===== src/rtl/conv_pkg.sv =====
// Shared definitions for the convolutional encoder and its matching decoder.
// Latency: n/a (types, constants and a combinational helper only).
// Backpressure: n/a.
package conv_pkg;

   // Widest constraint length the shared symbol helper supports.
   localparam int CONV_K_MAX = 8;

   // Code rate selection; any other code falls back to rate 1/2.
   typedef enum logic [1:0] {
      RATE_1_2 = 2'd0,
      RATE_2_3 = 2'd1,
      RATE_3_4 = 2'd2
   } conv_rate_t;

   // Frame sequencing states.
   typedef enum logic [1:0] {
      ST_IDLE = 2'd0,
      ST_DATA = 2'd1,
      ST_TAIL = 2'd2
   } conv_state_t;

   // Per-symbol validity masks, bit0 = g0, bit1 = g1.
   localparam logic [1:0] MASK_BOTH = 2'b11;
   localparam logic [1:0] MASK_G0   = 2'b01;
   localparam logic [1:0] MASK_G1   = 2'b10;

   // Code symbol {g1, g0} produced when bit_in is shifted into state.
   // Polynomials are zero-extended, so state bits above K-1 never contribute.
   function automatic logic [1:0] conv_sym(
      input logic [CONV_K_MAX-1:0] state,
      input logic                  bit_in,
      input logic [CONV_K_MAX-1:0] poly0,
      input logic [CONV_K_MAX-1:0] poly1
   );
      logic [CONV_K_MAX-1:0] w;
      w = {state[CONV_K_MAX-2:0], bit_in};
      return {^(w & poly1), ^(w & poly0)};
   endfunction

endpackage


===== src/rtl/conv_puncture.sv =====
// Puncture period counter and mask lookup for the convolutional encoder.
// Latency: mask is combinational from the registered phase; phase steps 1 cycle after advance.
// Backpressure: none; the parent only pulses advance on an accepted data bit.
module conv_puncture
   import conv_pkg::*;
(
   input  logic       i_clk,
   input  logic       i_reset,
   input  logic       i_clear,
   input  logic       i_advance,
   input  logic [1:0] i_rate,
   input  logic       i_tail,
   output logic [1:0] o_mask
);

   logic [1:0] r_phase;
   logic [1:0] w_last_phase;

   // Highest phase index of the puncture period for the latched rate.
   always_comb begin
      w_last_phase = 2'd0;
      case (i_rate)
         RATE_2_3: w_last_phase = 2'd1;
         RATE_3_4: w_last_phase = 2'd2;
         default:  w_last_phase = 2'd0;
      endcase
   end

   // Phase counter: cleared at frame start, wraps at the end of each period.
   always_ff @(posedge i_clk) begin
      if (i_reset) begin
         r_phase <= 2'd0;
      end else if (i_clear) begin
         r_phase <= 2'd0;
      end else if (i_advance) begin
         r_phase <= (r_phase == w_last_phase) ? 2'd0 : r_phase + 2'd1;
      end
   end

   // Mask lookup; the phase never reaches an index its rate does not define,
   // so one table serves all rates. Tail symbols always carry both bits.
   always_comb begin
      o_mask = MASK_BOTH;
      if (!i_tail) begin
         case (r_phase)
            2'd1:    o_mask = MASK_G0;
            2'd2:    o_mask = MASK_G1;
            default: o_mask = MASK_BOTH;
         endcase
      end
   end

endmodule


===== src/rtl/conv_encoder.sv =====
// Rate-1/2 convolutional encoder with 2/3, 3/4 puncturing and zero-tail termination.
// Latency: a bit accepted in cycle t is presented on o_data/o_valid in cycle t+1.
// Backpressure: one-slot output register; o_ready = slot empty or i_ready, held symbols stay stable.
module conv_encoder
   import conv_pkg::*;
#(
   parameter int                      p_size_polinom  = 3,
   parameter logic [p_size_polinom-1:0] p_polinom_0     = 3'b111,
   parameter logic [p_size_polinom-1:0] p_polinom_1     = 3'b101,
   parameter logic [p_size_polinom-1:0] p_defoult_state = 3'b000,
   parameter int                      p_len_w         = 16
)(
   input  logic               i_clk,
   input  logic               i_reset,
   input  logic               i_start,
   input  logic [p_len_w-1:0] i_frame_len,
   input  logic [1:0]         i_rate,
   input  logic               i_data,
   input  logic               i_valid,
   output logic               o_ready,
   output logic [1:0]         o_data,
   output logic [1:0]         o_valid,
   input  logic               i_ready,
   output logic               o_last,
   output logic               o_busy
);

   localparam int K  = p_size_polinom;
   localparam int TW = $clog2(K) + 1;

   conv_state_t        r_fsm;
   logic [K-1:0]       r_state;
   logic [1:0]         r_rate;
   logic [p_len_w-1:0] r_len;
   logic [p_len_w-1:0] r_bit_cnt;
   logic [TW-1:0]      r_tail_cnt;
   logic [1:0]         r_data;
   logic [1:0]         r_valid;
   logic               r_last;
   logic               r_busy;

   logic               w_slot_empty;
   logic               w_slot_taken;
   logic               w_slot_free;
   logic               w_start;
   logic               w_data_take;
   logic               w_tail_pend;
   logic               w_tail_load;
   logic               w_load;
   logic               w_bit;
   logic [K-1:0]       w_next;
   logic [1:0]         w_sym;
   logic [1:0]         w_mask;

   // Slot handshake: the slot can accept a new symbol when it is empty or
   // is being drained this very cycle, which gives back-to-back symbols.
   assign w_slot_empty = (r_valid == 2'b00);
   assign w_slot_taken = !w_slot_empty && i_ready;
   assign w_slot_free  = w_slot_empty || i_ready;

   assign w_start     = (r_fsm == ST_IDLE) && i_start;
   assign w_data_take = (r_fsm == ST_DATA) && i_valid && w_slot_free;
   assign w_tail_pend = (r_tail_cnt < TW'(K - 1));
   assign w_tail_load = (r_fsm == ST_TAIL) && w_tail_pend && w_slot_free;
   assign w_load      = w_data_take || w_tail_load;

   // Tail bits are zeros that flush the shift register back to all-zero.
   assign w_bit  = w_data_take ? i_data : 1'b0;
   assign w_next = {r_state[K-2:0], w_bit};
   assign w_sym  = conv_sym(CONV_K_MAX'(r_state), w_bit,
                            CONV_K_MAX'(p_polinom_0), CONV_K_MAX'(p_polinom_1));

   conv_puncture u_puncture (
      .i_clk     (i_clk),
      .i_reset   (i_reset),
      .i_clear   (w_start),
      .i_advance (w_data_take),
      .i_rate    (r_rate),
      .i_tail    (r_fsm == ST_TAIL),
      .o_mask    (w_mask)
   );

   assign o_ready = (r_fsm == ST_DATA) && w_slot_free;
   assign o_data  = r_data;
   assign o_valid = r_valid;
   assign o_last  = r_last;
   assign o_busy  = r_busy;

   // Frame FSM, encoder shift register and the registered output slot.
   always_ff @(posedge i_clk) begin
      if (i_reset) begin
         r_fsm      <= ST_IDLE;
         r_state    <= p_defoult_state;
         r_rate     <= RATE_1_2;
         r_len      <= '0;
         r_bit_cnt  <= '0;
         r_tail_cnt <= '0;
         r_data     <= 2'b00;
         r_valid    <= 2'b00;
         r_last     <= 1'b0;
         r_busy     <= 1'b0;
      end else begin
         // Drain first; a load in the same cycle overrides the drain.
         if (w_slot_taken) begin
            r_valid <= 2'b00;
            r_last  <= 1'b0;
         end
         if (w_load) begin
            r_data  <= w_sym;
            r_valid <= w_mask;
            r_last  <= w_tail_load && (r_tail_cnt == TW'(K - 2));
            r_state <= w_next;
         end

         case (r_fsm)
            ST_IDLE: begin
               if (i_start) begin
                  r_state    <= p_defoult_state;
                  r_bit_cnt  <= '0;
                  r_tail_cnt <= '0;
                  r_rate     <= i_rate;
                  r_len      <= i_frame_len;
                  r_busy     <= 1'b1;
                  r_fsm      <= (i_frame_len == '0) ? ST_TAIL : ST_DATA;
               end
            end
            ST_DATA: begin
               if (w_data_take) begin
                  r_bit_cnt <= r_bit_cnt + 1'b1;
                  if (r_bit_cnt == r_len - 1'b1) begin
                     r_fsm <= ST_TAIL;
                  end
               end
            end
            ST_TAIL: begin
               if (w_tail_load) begin
                  r_tail_cnt <= r_tail_cnt + 1'b1;
               end
               // Frame ends when the marked final symbol leaves the slot.
               if (w_slot_taken && r_last) begin
                  r_fsm  <= ST_IDLE;
                  r_busy <= 1'b0;
               end
            end
            default: begin
               r_fsm <= ST_IDLE;
            end
         endcase
      end
   end

endmodule


===== config.mk =====
export PLATFORM = sky130hd
export DESIGN_NAME = conv_encoder
export DESIGN_NICKNAME = d
export VERILOG_FILES = /design/src/rtl/conv_pkg.sv /design/src/rtl/conv_puncture.sv /design/src/rtl/conv_encoder.sv
export SDC_FILE = /design/constraint.sdc
export NUM_CORES = 1
export LEC_CHECK = 0
export ABC_CLOCK_PERIOD_IN_PS = 4500
export CAP_MARGIN = 20
export CORE_MARGIN = 2
export CORE_UTILIZATION = 60
export DETAILED_ROUTE_END_ITERATION = 16
export PLACE_DENSITY = 0.93
export SYNTH_ARGS = -nofsm -noshare
export SYNTH_HDL_FRONTEND = slang
export SYNTH_SLANG_ARGS = --single-unit

===== constraint.sdc =====
create_clock -name i_clk -period 4.5 [get_ports i_clk]
set_input_delay 1.125 -clock i_clk [delete_from_list [all_inputs] [get_ports i_clk]]
set_output_delay 1.125 -clock i_clk [all_outputs]
set_load 0.05 [all_outputs]

# After elaboration in Yosys (flattened, before gate mapping)
# Cells that the tools add are included.
[op_classes] add_sub_neg=4 magnitude_cmp=1 eq_ne=14 muxes=27 reduce_logical=26
[ops] operator="2-to-1 mux 16 bit" n=2
[ops] operator="case mux 16 bit (2 select lines)" n=1
[ops] operator="2-to-1 mux 2 bit" n=9
[ops] operator="adder 16 x 1 -> 16 bit (second input constant)" n=1
[ops] operator="equality test 16 bit" n=1
[ops] operator="zero test 16 bit" n=1
[ops] operator="parity 8 bit" n=2
[ops] operator="subtractor 16 x 1 -> 16 bit (second input constant)" n=1
[ops] operator="2-to-1 mux 3 bit" n=5
[ops] operator="logical AND 1 bit" n=9
[ops] operator="AND reduction 3 bit" n=3
[ops] operator="!= test 2 bit (second input constant)" n=4
[ops] operator="case mux 2 bit (2 select lines)" n=2
[ops] operator="equality test 2 x 1 -> 1 bit (second input constant)" n=3
[ops] operator="equality test 2 bit (second input constant)" n=3
[ops] operator="case mux 2 bit (3 select lines)" n=1
[ops] operator="case mux 3 bit (2 select lines)" n=1
[ops] operator="nonzero test 2 bit" n=3
[ops] operator="2-to-1 mux 1 bit" n=5
[ops] operator="zero test 2 bit" n=2
[ops] operator="AND reduction 4 bit" n=1
[ops] operator="adder 3 x 1 -> 3 bit (second input constant)" n=1
[ops] operator="equality test 3 x 1 -> 1 bit (second input constant)" n=1
[ops] operator="less-than comparator 3 x 2 -> 1 bit (second input constant)" n=1
[ops] operator="8 further kinds" n=9
[totals] ff_bits=50 input_bits=24 out_inout_bits=7 elab_cells=83

# Logic depth before layout (Yosys ltp)
[depth] depth_word=7 ltp_mapped=10 mapped_depth_nobuf=9

# Modules after synthesis
# From an unflattened synthesis, not the netlist that was laid out.
[unflattened] hier_cells=328 area_unflattened_um2=2648.8
[modules_own_cells] mod="conv_encoder" n_inst=1 cells_each=309 area_each_um2=2488.6 seq_area_each_um2=940.9
[modules_own_cells] mod="conv_puncture" n_inst=1 cells_each=19 area_each_um2=160.2 seq_area_each_um2=40.0

# Worst setup path after synthesis
# OpenSTA, ideal clock, no wires.
[synth_timing] path_type="in2out" startpoint="input port i_ready" endpoint="output port o_ready" arrival_time_ns=2.331 required_time_ns=3.375 slack_ns=1.044 path_stages=2 path_buffers=0 cell_sequence="o21ba_2 > nor3_1"
[synth_via] elab_chain_cells=2
[synth_rtl] element="from (decl)" line="conv_encoder.sv:23" text="input logic i_ready,"
[synth_rtl] element="logical OR 1 bit" line="conv_encoder.sv:59" text="assign w_slot_free = w_slot_empty || i_ready;"
[synth_rtl] element="logical AND 1 bit" line="conv_encoder.sv:83" text="assign o_ready = (r_fsm == ST_DATA) && w_slot_free;"
[synth_rtl] element="to (decl)" line="conv_encoder.sv:20" text="output logic o_ready,"
# Every way passes these cells.

# Worst setup path in the final report
# Ends and elaborated chain as after synthesis.

==> metrics.md <==
| Metric | Value |
|---|---|
| CP most frequent cell | clkdlybuf4s50_1 |
| Clock power share | 36.3% |
| Max Cap Viol | 0 |
| FF-to-FF End | r_fsm[0]$_SDFFE_PP0P_ |
| Crit path DAT | 2.80 ns |
| Min Tclk post-route | 3.92 ns |
| Via Count | 2,443 |
| Design Power | 1.04 mW |
| Filler cells | 318 |
| Setup_tns | 0 ns |
| Chip width | 70.5 microns |
| Post-synth EDFFs | 0 |
| Library cells used by synthesis | 49 |
| Power density over the cells | 336 nW/um^2 |
| Hold Path Origin | r_len[15]$_SDFFE_PP0P_ |
| Synth Register Bits | 49 |
| Comb power frac | 18.6% |
| Post-synth ARST share | 0% |
| Total GRT Usage | 25.5% |
| Mapped Cells | 337 |
| Grt ovf | 0 |
| WP data required | 3.38 ns |
| Total inserted antenna cells | 0 |
| First-pass GRT wire length | 10,300 microns |
| Unrepaired setup endpoints after global routing | false |
| Worst-margin pin slew | 0.789 ns |
| Via density | 5.92 |
| Hold_buf cts | 0 |
| R2R depth | 9 |
| Layout cell share with drive strength beyond 1 | 6.09% |
| Die Span Y | 70.5 microns |
| Skew-Pair Late Insertion Delay | 0.31 ns |
| Synthesized area | 2650 sq um |
| CTS buffer count | 5 |
| Clock Sinks | 49 |
| Htree depth | 2 |
| Net Sw Frac | 27.3% |
| Predominant post-synthesis flop cell | dfxtp_1 |
| Hold Violations, Final | 0 |
| Root Buffer | clkbuf_8 |
| Setup CP Type | input pin to output port |
| Critical Path, Cell by Cell | clkdlybuf4s50_1 -> o21ba_2 -> nor3_1 -> clkdlybuf4s50_1 |
| Pre-antenna DRT Iters | 4 |
| Setup violators final | 0 |
| Clk buf depth | 2 |
| Hpwl dp | 4380 microns |
| Routed WL per cell | 14.7 microns |
| CP endpoint kind | output port |
| CP max stage delay | 0.83 ns |
| Run status | completed |
| Maximum clock frequency | 255 MHz |
| Cell Rows | 24 |
| Leak pwr | 1.08 nW |
| WHS Endpoint | r_len[15]$_SDFFE_PP0P_ |
| Antenna-violating nets left | 0 |
| Sequential group share of total power | 45.1% |
| Critical Path Fanout Max | 4 |
| Clock Skew | 0.00698 ns |
| Peak supply drop | 0.246 mV |
| Core area | 4290 sq um |
| Period utilization | 87.2% |
| Yosys warns | 0 |
| Die ar. | 4970 sq um |
| Initial Util | 61.8% |
| R2r setup slk | 2.00 ns |
| Register area share after synthesis | 37.0% |
| Largest net degree at the start of global routing | 28 |
| Layout Nets | 390 |
| Syn Nets | 367 |
| CP startpoint kind | input pin |
| Avg Cell Area, Syn | 7.87 sq um |
| Area grow syn2layout | 17.2% |
| Slew headroom | 47.3% |
| I/O pin cnt | 31 |
| Int Power | 759 uW |
| Detailed Route Iter0 Violations | 163 |
| Final Max Tran Viols | 0 |
| Post-route DRC | 0 |
| Vias in the first global route | 2,306 |
| RePlAce Congestion | 0.826 |
| CTS resizes | 0 |
| Initial antenna violation count | 0 |
| Worst path slowest cell | clkdlybuf4s50_1 |
| TritonCTS clock tree | yes |
| Psw | 285 uW |
| Worst r2r src | r_len[0]$_SDFFE_PP0P_ |
| Cell depth of the worst min-delay path | 2 |
| Hold Crit Class | flip-flop to flip-flop |
| Port bufs | 30 |
| Post-CTS Setup Inserts | 0 |
| Final wirelength | 6060 microns |
| Fin util | 72.4% |
| CTS clk-pin slew, worst paths | 0.10 ns |
## power by group through the flow
stage / Combinational (mW) / Clock [mW] / Sequential (mW)
2_1_floorplan: 0.128 / 0 / 0.484
3_3_place_gp: 0.183 / 0 / 0.479
3_5_place_dp: 0.190 / 0 / 0.480
4_1_cts: 0.192 / 0.382 / 0.470
5_1_grt: 0.211 / 0.398 / 0.474
6_report: 0.194 / 0.379 / 0.471
## cell usage after synthesis (all sizes together), types with 2 or more instances
master | n | area [sq um]
o21a | 2 | 15.0
o21ai | 10 | 50.1
nand2b | 6 | 37.5
or4 | 2 | 18.8
xnor2 | 19 | 166
clkbuf | 12 | 45.0
nand3b | 2 | 15.0
and3 | 2 | 12.5
or3b | 2 | 17.5
buf | 6 | 32.5
nand3 | 8 | 40.0
nor2 | 34 | 135
nor3 | 12 | 60.1
nor4b | 3 | 32.5
nor4 | 10 | 68.8
nand4 | 5 | 31.3
dfxtp | 49 | 981
a311oi | 2 | 17.5
or3 | 4 | 25.0
xor2 | 15 | 131
ha | 6 | 75.1
a31oi | 5 | 31.3
a211oi | 4 | 30.0
inv | 11 | 41.3
o211ai | 4 | 30.0
a21oi | 36 | 180
nand2 | 50 | 188
## worst max-delay path by stage
stage	startpoint	endpoint	slack, ns	cells after the start
floorplan	i_ready	o_ready	1.04	2
global placement	i_ready	o_ready	0.61	4
detailed placement	i_ready	o_ready	0.59	4
CTS	i_ready	o_ready	0.57	4
global route	i_ready	o_ready	0.50	4
finish	i_ready	o_ready	0.58	4
## kinds of logic after synthesis
| logic type | after synthesis | synth area share, % |
|---|---|---|
| simple gates | 145 | 27.4 |
| compound gates | 73 | 16.7 |
| flops | 49 | 37.0 |
| xor+xnor | 34 | 11.2 |
| buf+inv | 29 | 4.48 |
| fa+ha+maj | 6 | 2.83 |
| mux | 1 | 0.377 |
## per-layer routing
metal / track usage, % / part of all wire (%) / vias up
met5: 0 / 0 / -
met4: 9.40 / 1.8 / 0
met3: 5.48 / 4.9 / 12
met2: 44.2 / 50 / 73
met1: 30.9 / 44 / 1133
li1: - / - / 1225
## area by class of cell
| type | instances | area (sq um) | area share [%] |
|---|---|---|---|
| Tap cell | 52 | 65.1 | 2.09 |
| Sequential cell | 49 | 981 | 31.5 |
| Multi-Input combinational cell | 259 | 1550 | 50.0 |
| Inverter | 11 | 41.3 | 1.33 |
| Clock inverter | 3 | 68.8 | 2.21 |
| Timing Repair Buffer | 34 | 330 | 10.6 |
| Clock buffer | 5 | 68.8 | 2.21 |
## metrics by stage
stage | cells | setup WS (ns) | instance area, sq um | hold WS, ns
6_report | 413 | 0.577 | 3110 | 0.483
5_1_grt | 413 | 0.499 | 3110 | 0.511
4_1_cts | 413 | 0.571 | 3110 | 0.483
3_5_place_dp | 405 | 0.590 | 2970 | 0.468
3_3_place_gp | 405 | 0.610 | 2970 | 0.459
2_1_floorplan | 337 | 1.04 | 2650 | 0.437
## sequential cells by signal, indices dropped and copies added, names as in the netlist
name,flops
r_state,2
o_busy,1
o_data,2
o_valid,2
u_puncture.r_phase,2
r_fsm,2
r_tail_cnt,3
r_bit_cnt,16
o_last,1
r_rate,2
r_len,16
## worst max-delay path: cells and delay by family
family,cells,cell delay [ns]
AND/OR/NAND/NOR,1,0.14
buffers and inverters,2,1.34
AO/OA/AOI/OAI,1,0.19
## cell usage in the layout, fill, tap and decap left out, types with 4 or more instances in the layout
cell,count
or3_1,4
nor3_1,12
a211oi_1,4
o21ai_0,10
inv_1,11
nand2_1,50
ha_1,6
buf_4,4
nand4_1,5
a31oi_1,5
xnor2_1,19
nor4_1,9
nor2_1,33
nand3_1,8
dfxtp_1,49
nand2b_1,6
xor2_1,15
clkbuf_8,5
a21oi_1,36
clkdlybuf4s50_1,30
o211ai_1,4
No activity file was read; power rests on OpenSTA's default activity.
